<file path="config.mk">
export PLATFORM = sky130hd
export DESIGN_NAME = input_port
export DESIGN_NICKNAME = d
export VERILOG_FILES = /design/src/rtl/input_port.sv
export SDC_FILE = /design/constraint.sdc
export NUM_CORES = 1
export LEC_CHECK = 0
export BUFFER_PORTS_ARGS = -buffer_cell sky130_fd_sc_hd__buf_2
export CORE_AREA = 2 2 39 41
export DETAILED_ROUTE_END_ITERATION = 16
export DIE_AREA = 0 0 41 43
export SYNTH_ARGS = -nofsm -noshare
export SYNTH_HDL_FRONTEND = slang
export SYNTH_SLANG_ARGS = --single-unit
</file>
<file path="constraint.sdc">
create_clock -name Clk -period 0.95 [get_ports Clk]
set_input_delay 0.095 -clock Clk [delete_from_list [all_inputs] [get_ports Clk]]
set_output_delay 0.095 -clock Clk [all_outputs]
set_load 0.05 [all_outputs]
</file>
<file path="src/rtl/input_port.sv">
// Parallel input-port holding register for the simple CPU.
// Captures the external data byte when Write is high on a rising clock
// edge and presents it to the datapath until the next write or a reset.
module input_port #(
    parameter int                         WIDTH_DATA_LENGTH = 8,
    parameter logic [WIDTH_DATA_LENGTH-1:0] RESET_VALUE       = '0
) (
    input  logic                         Clk,
    input  logic                         Rst,
    input  logic [WIDTH_DATA_LENGTH-1:0] Input,
    input  logic                         Write,
    output logic [WIDTH_DATA_LENGTH-1:0] Output
);

    logic [WIDTH_DATA_LENGTH-1:0] data_d;
    logic [WIDTH_DATA_LENGTH-1:0] data_q;

    // Next-state select: take the new byte on a write, otherwise hold.
    always_comb begin
        data_d = data_q;
        if (Write) begin
            data_d = Input;
        end
    end

    // Holding register; the active-low reset clears it immediately and wins over a write.
    always_ff @(posedge Clk or negedge Rst) begin
        if (!Rst) begin
            data_q <= RESET_VALUE;
        end else begin
            data_q <= data_d;
        end
    end

    assign Output = data_q;

endmodule

</file>
==> flow_metrics.py <==
metrics = {
    "cts": {
        "numCtsBuffers": 3,
        "clk-insertion-delay-late_ns": 0.24,
        "cts_tree": "done",
        "clockBufferDepth": 2,
        "cts-htree-levels": 1,
        "clkTransAtPathRegs_ns": 0.05,
        "cts.sink_count": 8,
        "clock_root_buffer": "sky130_fd_sc_hd__clkbuf_4",
        "cts.repair_timing.setup_buffer_count": 0,
    },
    "yosys": {
        "netlist_area_um2": 332,
        "synth.yosys.warnings": 0,
        "ys_seq_elements": 8,
        "netlist_top_cells_area": "sky130_fd_sc_hd__dfrtp_1 60%, sky130_fd_sc_hd__mux2_4 36%, sky130_fd_sc_hd__buf_6 3.4%",
        "synth_nets": 28,
        "post_synth_edffs": 0,
        "avgSynthCellArea_um2": 19.5,
        "synth_async_sr_flop_share": 1.00,
        "ys_types": 3,
        "post_syn_instances": 17,
        "synth_flop_cell": "sky130_fd_sc_hd__dfrtp_1",
        "synth_commonest_cells": "8 x sky130_fd_sc_hd__dfrtp_1, 8 x sky130_fd_sc_hd__mux2_4, 1 x sky130_fd_sc_hd__buf_6",
        "synth_top_area_frac": 0.604,
        "yosysSeqAreaShare": 0.604,
        "yosys.area.top_type": "sky130_fd_sc_hd__dfrtp_1",
    },
    "worst_setup_path": {
        "worst_ep_required_time_ns": 0.85,
        "critPathKind": "reg2out",
        "timing.critical_path.to_type": "primary output",
        "path_cells": "buf_6",
        "worstPathBufferInverterCount": 1,
        "worst_setup_path_start_kind": "register",
        "critical_path_arrival_ns": 0.81,
        "critical_path.top_delay_family": "flip-flops",
        "crit_fanout": 2,
        "cpMaxStageDelayCell": "sky130_fd_sc_hd__dfrtp_2",
        "critical-path-max-stage-delay_ns": 0.41,
    },
    "drt": {
        "via_count_of_the_routed_design": 213,
        "totalWireLength_um": 639,
        "vias_per_cell": 3.94,
        "residual_drc": 0,
        "detailedRoute.firstPassIterationCount": 2,
        "drt_iter0_drc": 3,
        "avgRoutedWirePerCell_um": 11.8,
        "ant_nets": 0,
    },
    "global_routing": {
        "groute.layer.met3.usage": 0.0471,
        "grt_pass1_wl_um": 1010,
        "global_route.usage.total": 0.0983,
        "gr-total-overflow": 0,
        "gr-usage-met2": 0.128,
        "grt_start_max_net_pins": 9,
        "number_of_antenna_violations_at_the_first_check_in_global_routing": 0,
        "peak_usage_layer_in_the_global_routing_report": "met2",
        "first_global_vias": 224,
        "grt_use_met1": 0.0960,
    },
    "timing": {
        "fin_tns_setup_ns": 0,
        "worst_slew_margin_rel": 0.829,
        "grt_setup_unrepaired": "false",
        "tightest_slew_ns": 0.256,
        "count_of_pins_over_their_slew_limit": 0,
        "worst_slack_ns": 0.0432,
        "finalHoldViolCount": 0,
        "final.min_clock_period_ns": 0.907,
        "skew_ns": 0,
        "report.final.setup_viol": 0,
        "final.period_utilization": 0.955,
        "max_clock_freq_ghz": 1.10,
    },
    "cells_and_area": {
        "layout.area.seq_um2": 210,
        "antennaDiodeCount": 0,
        "fill_cells": 137,
        "syn2layout_area_growth_pct": 57.7,
        "largest_reg_flops": 8,
        "ratio_of_cells_with_drive_above_1_in_the_final_layout": 0.974,
        "final_nets": 51,
        "multiInputGateArea_um2": 120,
    },
    "floorplan": {
        "floorplan.die.width_um": 41,
        "die_y_um": 43,
        "placeableCoreArea_um2": 1380,
        "floorplan.die_area_um2": 1760,
        "starting_density_of_the_core": 0.240,
        "number_of_core_rows": 14,
        "floorplan.io_pins": 19,
    },
    "outcome": {
        "outcome": "completed",
    },
    "pwr": {
        "powerDensity_nw_per_um2": 1840,
        "ir_worst_vdd_mv": 0.466,
        "power.leakage_uw": 0.000257,
    },
    "placed_design": {
        "place.port_buffers": 18,
        "place_worst_setup_slack_ns": 0.155,
        "gp_congestion": 0.644,
    },
    "job": {
        "drv.max_cap_violation_count": 0,
    },
    "worst_hold_path": {
        "hp-class": "in2reg",
    },
}
==> worst paths after layout <==
| path | startpoint | endpoint | slack (ns) | cells past startpoint |
|---|---|---|---|---|
| max | Output[1]$_DFFE_PN0P_ | Output[1] | 0.04 | 1 |
| min | Input[4] | Output[4]$_DFFE_PN0P_ | 0.08 | 2 |
| max reg2reg | Output[0]$_DFFE_PN0P_ | Output[0]$_DFFE_PN0P_ | 0.16 | 1 |
| min reg2reg | Output[7]$_DFFE_PN0P_ | Output[7]$_DFFE_PN0P_ | 0.53 | 1 |
| max in group asynchronous | Rst | Output[4]$_DFFE_PN0P_ | 0.57 | 2 |
| min in group asynchronous | Rst | Output[3]$_DFFE_PN0P_ | 0.20 | 2 |
==> area by class of cell <==
| cell class | count | share of cell area |
|---|---|---|
| repair buffers | 19 | 0.287 |
| multi-input cells | 8 | 0.230 |
| clock buffers | 3 | 0.0431 |
| flip-flops and latches | 8 | 0.402 |
| well taps | 16 | 0.0383 |
==> metrics by stage <==
step	utilization	hold slack (ns)	instance area, um^2	total power (uW)	instances
2_1_floorplan	-	-0.201	342	595	17
3_3_place_gp	0.318	-0.0531	440	658	50
3_5_place_dp	0.318	-0.0561	440	661	50
4_1_cts	0.356	0.0702	493	945	54
5_1_grt	0.378	0.0648	523	1000	54
6_report	0.378	0.0789	523	960	54
==> logic make-up after synthesis <==
logic type	Yosys count	share of synthesized area
flops	8	0.604
mux	8	0.362
buf+inv	1	0.0340
==> cells in the final DEF, fill, tap and decap left out <==
cell type and instances:
sky130_fd_sc_hd__buf_2 10, sky130_fd_sc_hd__buf_6 8, sky130_fd_sc_hd__clkbuf_4 3, sky130_fd_sc_hd__dfrtp_2 8, sky130_fd_sc_hd__dlygate4sd3_1 1, sky130_fd_sc_hd__mux2_4 8
==> per-layer routing <==
metal	routed length, um	up-vias
li1	-	101
met1	262	109
met2	365	3
met3	12	0
met4	0	0
met5	0	-
==> power breakdown <==
group | internal [uW] | total, uW | switching [uW] | leakage [uW]
logic | 133 | 299 | 166 | 0.000158
registers | 382 | 408 | 26.4 | 0.0000855
clock network | 144 | 253 | 109 | 0.0000138
==> what timing repair did <==
action | in CTS | in global routing
resized for setup | 8 | 8
endpoints found under the hold margin | 8 | 0
setup endpoints to repair | 8 | 8
hold buffers | 1 | 0
Power figures use the tool's default switching activity.
